File: src/rtl/pic_cycle_ctrl_if.sv
// Bundle between the PIC cycle sequencer and its environment:
// instruction/flag inputs, ROM fetch handshake, phase and write strobes.
interface pic_cycle_ctrl_if #(
    parameter int PC_W = 9
);
    logic [11:0]     inst;
    logic            aluz;
    logic            bit_tst;
    logic            rom_ack;
    logic [PC_W-1:0] rom_addr;
    logic            rom_req;
    logic [1:0]      q;
    logic            w_we;
    logic            f_we;
    logic            tris_we;
    logic            status_z_we;
    logic            status_c_we;
    logic            skip;

    modport master (
        input  inst, aluz, bit_tst, rom_ack,
        output rom_addr, rom_req, q, w_we, f_we, tris_we,
        output status_z_we, status_c_we, skip
    );

    modport slave (
        output inst, aluz, bit_tst, rom_ack,
        input  rom_addr, rom_req, q, w_we, f_we, tris_we,
        input  status_z_we, status_c_we, skip
    );
endinterface

File: src/rtl/pic_cycle_ctrl.sv
// PIC-12 instruction-cycle sequencer: Q1..Q4 phases, PC, 2-level stack, strobes.
// Optional ROM_WAIT_EN: Q4 stalls until rom_ack.
module pic_cycle_ctrl #(
    parameter int              PC_W      = 9,
    parameter logic [PC_W-1:0] RESET_VEC = PC_W'(9'h1FF)
) (
    input  logic               clk4,
    input  logic               reset,
    pic_cycle_ctrl_if.master   bus
);
    typedef enum logic [1:0] {
        Q1 = 2'd0,
        Q2 = 2'd1,
        Q3 = 2'd2,
        Q4 = 2'd3
    } phase_e;

    phase_e          q_q, q_d;
    logic [PC_W-1:0] pc_q, pc_d;
    logic [PC_W-1:0] stk0_q, stk0_d;
    logic [PC_W-1:0] stk1_q, stk1_d;
    logic            skip_q, skip_d;
    logic            req_q, req_d;
    logic [PC_W-1:0] pc_inc;

    logic [3:0] opc;
    logic       d_bit;
    logic       dw, df, dt, dz, dc;
    logic       skip_nxt, push, pop, ld_goto;
    logic       ack_ok, adv, en;

    assign opc   = bus.inst[9:6];
    assign d_bit = bus.inst[5];

    always_comb begin
        dw       = 1'b0;
        df       = 1'b0;
        dt       = 1'b0;
        dz       = 1'b0;
        dc       = 1'b0;
        skip_nxt = 1'b0;
        push     = 1'b0;
        pop      = 1'b0;
        ld_goto  = 1'b0;
        unique case (bus.inst[11:10])
            2'b00: begin
                if (opc == 4'h0) begin
                    df = d_bit;
                    // opc 0, d 0 leaves only inst[4:0]; TRIS is 5..7
                    dt = !d_bit && (bus.inst[4:0] >= 5'd5)
                                && (bus.inst[4:0] <= 5'd7);
                end else begin
                    df = d_bit;
                    dw = !d_bit;
                end
                dz = (opc >= 4'h1) && (opc <= 4'hA);
                dc = (opc == 4'h2) || (opc == 4'h7)
                  || (opc == 4'hC) || (opc == 4'hD);
                skip_nxt = ((opc == 4'hB) || (opc == 4'hF)) && bus.aluz;
            end
            2'b01: begin
                df       = !bus.inst[9];
                skip_nxt = bus.inst[9] & (bus.inst[8] ~^ bus.bit_tst);
            end
            2'b10: begin
                skip_nxt = 1'b1;
                ld_goto  = bus.inst[9];
                push     = (bus.inst[9:8] == 2'b01);
                pop      = (bus.inst[9:8] == 2'b00);
                dw       = pop;
            end
            2'b11: begin
                dw = 1'b1;
                dz = (bus.inst[9:8] != 2'b00);
            end
        endcase
    end

`ifdef ROM_WAIT_EN
    assign ack_ok = bus.rom_ack;
`else
    logic unused_ack;
    assign unused_ack = bus.rom_ack;
    assign ack_ok     = 1'b1;
`endif

    assign adv    = (q_q == Q4) && ack_ok;
    assign en     = (q_q == Q4) && !skip_q;
    assign pc_inc = pc_q + PC_W'(1);

    always_comb begin
        q_d    = q_q;
        pc_d   = pc_q;
        stk0_d = stk0_q;
        stk1_d = stk1_q;
        skip_d = skip_q;
        if (q_q != Q4) begin
            q_d = phase_e'(q_q + 2'd1);
        end else if (adv) begin
            q_d    = Q1;
            pc_d   = pc_inc;
            skip_d = 1'b0;
            // a forced NOP only advances the PC
            if (!skip_q) begin
                skip_d = skip_nxt;
                if (ld_goto) begin
                    pc_d = PC_W'(bus.inst[8:0]);
                end else if (push) begin
                    pc_d   = PC_W'(bus.inst[7:0]);
                    stk1_d = stk0_q;
                    stk0_d = pc_inc;
                end else if (pop) begin
                    pc_d   = stk0_q;
                    stk0_d = stk1_q;
                end
            end
        end
        req_d = (q_d == Q4);
    end

    always_ff @(posedge clk4 or posedge reset) begin
        if (reset) begin
            q_q    <= Q1;
            pc_q   <= RESET_VEC;
            stk0_q <= '0;
            stk1_q <= '0;
            skip_q <= 1'b1;
            req_q  <= 1'b0;
        end else begin
            q_q    <= q_d;
            pc_q   <= pc_d;
            stk0_q <= stk0_d;
            stk1_q <= stk1_d;
            skip_q <= skip_d;
            req_q  <= req_d;
        end
    end

    assign bus.q           = q_q;
    assign bus.rom_addr    = pc_q;
    assign bus.rom_req     = req_q;
    assign bus.skip        = skip_q;
    assign bus.w_we        = en & dw;
    assign bus.f_we        = en & df;
    assign bus.tris_we     = en & dt;
    assign bus.status_z_we = en & dz;
    assign bus.status_c_we = en & dc;
endmodule

File: src/flat_wrapper.sv
// flat-port wrapper written by rule: the top's interface ports become plain ports
module pic_cycle_ctrl_flat 
#(
    parameter int              PC_W      = 9,
    parameter logic [PC_W-1:0] RESET_VEC = PC_W'(9'h1FF)
)
  (clk4, reset, bus_inst, bus_aluz, bus_bit_tst, bus_rom_ack, bus_rom_addr, bus_rom_req, bus_q, bus_w_we, bus_f_we, bus_tris_we, bus_status_z_we, bus_status_c_we, bus_skip);
  pic_cycle_ctrl_if #(.PC_W(PC_W)) bus_i ();
  input  logic clk4;
  input  logic reset;
  input wire logic [$bits(bus_i.inst)-1:0] bus_inst;
  input wire logic [$bits(bus_i.aluz)-1:0] bus_aluz;
  input wire logic [$bits(bus_i.bit_tst)-1:0] bus_bit_tst;
  input wire logic [$bits(bus_i.rom_ack)-1:0] bus_rom_ack;
  output wire logic [$bits(bus_i.rom_addr)-1:0] bus_rom_addr;
  output wire logic [$bits(bus_i.rom_req)-1:0] bus_rom_req;
  output wire logic [$bits(bus_i.q)-1:0] bus_q;
  output wire logic [$bits(bus_i.w_we)-1:0] bus_w_we;
  output wire logic [$bits(bus_i.f_we)-1:0] bus_f_we;
  output wire logic [$bits(bus_i.tris_we)-1:0] bus_tris_we;
  output wire logic [$bits(bus_i.status_z_we)-1:0] bus_status_z_we;
  output wire logic [$bits(bus_i.status_c_we)-1:0] bus_status_c_we;
  output wire logic [$bits(bus_i.skip)-1:0] bus_skip;
  assign bus_i.inst = bus_inst;
  assign bus_i.aluz = bus_aluz;
  assign bus_i.bit_tst = bus_bit_tst;
  assign bus_i.rom_ack = bus_rom_ack;
  assign bus_rom_addr = bus_i.rom_addr;
  assign bus_rom_req = bus_i.rom_req;
  assign bus_q = bus_i.q;
  assign bus_w_we = bus_i.w_we;
  assign bus_f_we = bus_i.f_we;
  assign bus_tris_we = bus_i.tris_we;
  assign bus_status_z_we = bus_i.status_z_we;
  assign bus_status_c_we = bus_i.status_c_we;
  assign bus_skip = bus_i.skip;
  pic_cycle_ctrl #(.PC_W(PC_W), .RESET_VEC(RESET_VEC)) u_core (.clk4(clk4), .reset(reset), .bus(bus_i));
endmodule
File: config.mk
export PLATFORM = sky130hd
export DESIGN_NAME = pic_cycle_ctrl_flat
export DESIGN_NICKNAME = d
export VERILOG_FILES = /design/src/rtl/pic_cycle_ctrl_if.sv /design/src/rtl/pic_cycle_ctrl.sv /design/src/flat_wrapper.sv
export SDC_FILE = /design/constraint.sdc
export NUM_CORES = 1
export LEC_CHECK = 0
export ABC_AREA = 1
export CAP_MARGIN = 20
export CORE_AREA = 4 4 65 67
export CTS_BUF_LIST = sky130_fd_sc_hd__clkbuf_8
export DETAILED_ROUTE_END_ITERATION = 10
export DIE_AREA = 0 0 69 71
export MAX_ROUTING_LAYER = met4
export PLACE_DENSITY = 0.89
export SLEW_MARGIN = 20
export SYNTH_ARGS = -nofsm -noshare
export SYNTH_HDL_FRONTEND = slang
export SYNTH_SLANG_ARGS = --single-unit
File: constraint.sdc
create_clock -name clk4 -period 2.1 [get_ports clk4]
set_input_delay 0.21 -clock clk4 [delete_from_list [all_inputs] [get_ports clk4]]
set_output_delay 0.21 -clock clk4 [all_outputs]
set_load 0.01 [all_outputs]
-- Word level (Yosys, flattened, before mapping)
Cells that the tools add are included.
- register bits: 31
- logic and storage cells: 75
- output and inout bits: 18
- input port bits: 17
- bitwise operators: 10
- equal/unequal tests: 13
- reductions and logical operators: 20
- $add $sub $neg: 2
- order comparisons: 4
- mux-type cells: 20
- operator list (kind ; number):
    2-to-1 mux 9 bit ; 6
    equality test 4 bit (second input constant) ; 4
    AND reduction 5 bit ; 2
    adder 9 x 1 -> 9 bit (second input constant) ; 1
    equality test 2 bit (second input constant) ; 4
    2-to-1 mux 1 bit ; 8
    bitwise AND 1 bit ; 6
    one-hot mux 1 bit (3 select lines) ; 2
    >= comparator 5 x 3 -> 1 bit (second input constant) ; 1
    <= comparator 5 x 3 -> 1 bit (second input constant) ; 1
    logical AND 1 bit ; 5
    equality test 2 x 1 -> 1 bit (second input constant) ; 2
    equality test 4 x 2 -> 1 bit (second input constant) ; 1
    equality test 4 x 3 -> 1 bit (second input constant) ; 1
    >= comparator 4 x 1 -> 1 bit (second input constant) ; 1
    <= comparator 4 bit (second input constant) ; 1
    logical NOT 2 bit ; 2
    logical NOT 4 bit ; 1
    logical OR 1 bit ; 4
    2-to-1 mux 2 bit ; 2
    one-hot mux 1 bit (2 select lines) ; 2
    nonzero test 2 bit ; 2
    logical NOT 1 bit ; 3
    inverter 1 bit ; 3
    4 further kinds ; 4

-- Depth between registers and ports, before layout
- depth after elaboration: 6
- mapped depth: 11
- mapped depth without buffers: 10

-- Least setup slack after synthesis
No wires, ideal clock.
- path kind: register to output
- from: register u_core.q_q[0] (netlist: u_core.bus.q[0])
- to: output bus_tris_we
- required time: 1890 ps
- slack: 493 ps
- arrival: 1397 ps
- path buffers: 1
- stages on the path, launching flop included: 7
- cell sequence: dfrtp_1 ha_1 inv_2 nor2_4 buf_4 nand2_1 nor3_1
- cells in the longest elaborated chain, start to end: 3
- ends and longest elaborated chain (item ; line ; text):
    from (decl) ; pic_cycle_ctrl.sv:18 ; phase_e q_q, q_d;
    from (signal assigned) ; pic_cycle_ctrl.sv:130 ; q_q <= q_d;
    equality test 2 bit ; pic_cycle_ctrl.sv:88 ; assign en = (q_q == Q4) && !skip_q;
    logical AND 1 bit ; pic_cycle_ctrl.sv:88 ;
    bitwise AND 1 bit ; pic_cycle_ctrl.sv:145 ; assign bus.tris_we = en & dt;
    to (decl) ; flat_wrapper.sv:20 ; output wire logic [$bits(bus_i.tris_we)-1:0] bus_tris_we;
No other way between the ends.

-- Final worst setup path
- from: input bus_inst[10]
- to: output bus_status_z_we
- cells in the longest elaborated chain, start to end: 3
- elaborated cells between the ends (all ways): 4
- those cells by class: 1 x eq/ne; 1 x mux; 1 x bitwise; 1 x reduce/logical
- ends and longest elaborated chain (item ; line ; text):
    from (decl) ; flat_wrapper.sv:11 ; input wire logic [$bits(bus_i.inst)-1:0] bus_inst;
    equality test 2 bit or logical NOT 2 bit (tied branches) ; pic_cycle_ctrl.sv:45 ; unique case (bus.inst[11:10])
    one-hot mux 1 bit (2 select lines) (*) ; pic_cycle_ctrl.sv:45 ;
    bitwise AND 1 bit (*) ; pic_cycle_ctrl.sv:146 ; assign bus.status_z_we = en & dz;
    to (decl) ; flat_wrapper.sv:21 ; output wire logic [$bits(bus_i.status_z_we)-1:0] bus_status_z_we;
Every way passes the cells marked *; elsewhere a longest branch is shown, timed or not.

==> parameters.txt <==
Parameter                              Value

Logic synthesis
  Mean area per synthesized cell    7.28 sq um
  Most used flip-flop cell after synthesis    sky130_fd_sc_hd__dfrtp_1
  Unique cell type count in the Yosys netlist    29
  Yosys synthesis warning count    0
  Yosys top cell by area    sky130_fd_sc_hd__dfrtp_1
  Mapped Cells    265
  Cell area after synthesis    1930 sq um
  Sequential cell area fraction in the yosys report    40.9%
  Top post-synthesis cells by area    sky130_fd_sc_hd__dfrtp_1 (27%), sky130_fd_sc_hd__dfstp_2 (14%), sky130_fd_sc_hd__nand2_1 (13%)
  Synthesized flop and latch total    31
  Fraction of post-synthesis cell area in the top cell type by area    27.3%
  Post-synth EDFFs    0
  Synth async-reset ratio    100%
  Synth Net Count    289

Place
  Count of port buffers added during placement    33
  Worst slack at placement    -0.0386 ns
  Number of cells in the design after placement    354
  Final RePlAce weighted congestion    0.907
  Final HPWL DP    3860 um

Drt
  # DRC    0
  DRT iter0 DRCs    213
  Sum of routed wire length over all layers    5160 um
  Vias after detailed routing    2,013
  First drt pass iteration count    5
  Number of vias per cell after detailed routing    5.52
  Final antenna-violating net count    0
  Average wire per standard cell    14.1 um

Flow run
  Number of maximum-capacitance violations    0

Clock network
  Skew-Pair Late Insertion Delay    0.29 ns
  Number of sinks driven by the clock tree    31
  Largest buffer count on any clock path    2
  CTS buffer count    5
  Clock tree root driver cell    sky130_fd_sc_hd__clkbuf_8
  H-tree levels    2
  CTS tree    done
  CTS clk-pin slew, worst paths    0.07 ns

Setup path
  Delay of the slowest cell on the worst path    0.51 ns
  Largest fanout on the critical path    4
  Origin of the critical flop-to-flop path    u_core.bus.q[1]
  Most used cell along the critical path    sky130_fd_sc_hd__nor2_1
  Reg2Reg Depth    9
  Crit path launch type    input pin
  Critical path start-end classification    in2out
  Ordered list of cells on the worst path    clkdlybuf4s50_1 -> inv_1 -> ha_1 -> nand3_1 -> nor2_1 -> o21ai_0 -> nor2_1 -> dlygate4sd2_1
  Nature of the critical path endpoint    output port
  Cell at the slowest stage of the critical path    sky130_fd_sc_hd__clkdlybuf4s50_1
  Minimum setup slack among reg-to-reg paths    0.25 ns
  Crit path DAT    1.71 ns
  Required @ worst endpoint    1.89 ns
  Worst reg2reg path endpoint    u_core.stk1_q[2]

Floorplan
  Core area    3630 sq um
  Die Area    4900 sq um
  Overall die height    71 um
  Standard-cell rows    22
  Num ports    35
  Die width    69 um
  Starting density of the core    53.1%

Cells and area
  Number of nets in the finished design    340
  Most used cells in the layout excluding fill and tap cells    sky130_fd_sc_hd__nand2_1 (65), sky130_fd_sc_hd__nor2_1 (32), sky130_fd_sc_hd__inv_1 (31), sky130_fd_sc_hd__clkdlybuf4s50_1 (28), sky130_fd_sc_hd__nand3_1 (26)
  Final core area utilization    68.7%
  N_diodes    0
  Share of post-route cells with drive strength above 1    14.2%
  Most common cell after layout, fill and taps aside    sky130_fd_sc_hd__nand2_1
  Area grow syn2layout    29.5%
  Count of non-filler cells in the finished layout    365

Timing
  Final critical-path required period    1.92 ns
  Fin worst setup slack    0.180 ns
  Worst rel slew slack    73.6%
  Slew at the pin closest to its max-slew limit    0.396 ns
  Period utilization    91.5%
  Final setup fails    0
  Largest clock skew in the final design    0.00938 ns
  Final-report hold violation count    0
  Pins Over Slew Limit    0
  Maximum operating frequency    0.521 GHz
  Setup repair after global routing missed its margin    false

Global routing
  Combined global-route utilization of all metal layers    22.4%
  Pin count of the biggest net entering global routing    32
  Antenna violations before repair    0
  GR Overflow Total    0
  Wire length of the first global-routing pass    8540 um
  Number of global-route vias before repair    1,904

Pwr
  Leakage power summed over all cells    1.23 nW
  Power density over cell area    792 nW/um^2
  Power after layout    1.98 mW
  Peak supply drop    0.000325 V

Min path
  Path category of the worst min-delay check    in2async

Status
  Status    completed
where the power goes:
part	switching (mW)	leakage (nW)	internal [mW]
registers	0.123	0.363	0.771
clock network	0.222	0.0524	0.259
logic	0.325	0.818	0.279
total	0.669	1.23	1.31
worst max path at each step:
| stage | start | endpoint | slack (ns) | cells after the start |
|---|---|---|---|---|
| floorplan | u_core.bus.q[0] | bus_tris_we | 0.49 | 6 |
| global placement | bus_inst[10] | bus_w_we | -0.006 | 8 |
| detailed placement | bus_inst[8] | bus_status_z_we | -0.04 | 8 |
| CTS | u_core.bus.q[1] | bus_status_c_we | -0.05 | 8 |
| global route | bus_inst[9] | bus_status_z_we | 0.05 | 8 |
| finish | bus_inst[10] | bus_status_z_we | 0.18 | 8 |
synthesized netlist by cell type (all sizes together) (2+ instances only):
library cell  instances
nand2                65
nor2                 36
inv                  34
nand3                28
o21ai                24
dfrtp                21
a21oi                20
dfstp                10
ha                    7
buf                   5
nand4                 2
o211ai                2
o21bai                2
o22ai                 2
sequential cells by signal (all words and copies together) (netlist names):
| signal | flops |
|---|---|
| u_core.bus.rom_addr | 9 |
| u_core.stk0_q | 9 |
| u_core.stk1_q | 9 |
| u_core.bus.q | 2 |
| u_core.bus.rom_req | 1 |
| u_core.bus.skip | 1 |
final cells by class:
class                           count  area, sq um
Multi-Input combinational cell    194          975
Tap cell                           48         60.1
Clock inverter                      2         8.76
Inverter                           34          128
Clock buffer                        6         82.6
Sequential cell                    31          788
Timing Repair Buffer               50          455
Fill cell                         310         1140
per-layer routing:
metal,up-vias,part of all wire [%],global-route usage (%)
met5,-,0,-
met4,0,3.0,9.76
met3,17,8.4,6.68
met2,102,46,33.6
met1,937,43,28.0
li1,957,-,-
metrics by stage:
| stage | setup TNS [ns] | hold slack, ns | instance area [sq um] |
|---|---|---|---|
| after floorplan | 0 | 0.306 | 1930 |
| after global placement | -0.00565 | 0.461 | 2380 |
| after detailed placement | -0.0553 | 0.485 | 2380 |
| after CTS | -0.0507 | 0.337 | 2480 |
| after global routing | 0 | 0.381 | 2500 |
| final | 0 | 0.316 | 2500 |
critical path: cells and delay by family:
family,cells,cell delay [ns]
buf+inv,3,0.87
fa+ha+maj,1,0.23
simple gates,3,0.21
compound gates,1,0.19
repair_timing:
item / 4_1_cts / 5_1_grt
endpoints found under the setup margin: 5 / 1
resized for setup: 4 / 2
hold buffers: 0 / 0
setup buffers: 1 / 2
pin swaps: 0 / 1
logic make-up (layout without fill, tap and decap cells):
kind of cell / Yosys count / after routing / share of synthesized area (%)
AO/OA/AOI/OAI: 53 / 53 / 14.9
XOR/XNOR: 2 / 2 / 0.909
adder cells (fa/ha/maj): 7 / 7 / 4.54
buffers and inverters: 40 / 92 / 8.70
flip-flops: 31 / 31 / 40.9
AND/OR/NAND/NOR: 132 / 132 / 30.0
Power figures use the tool's default switching activity.
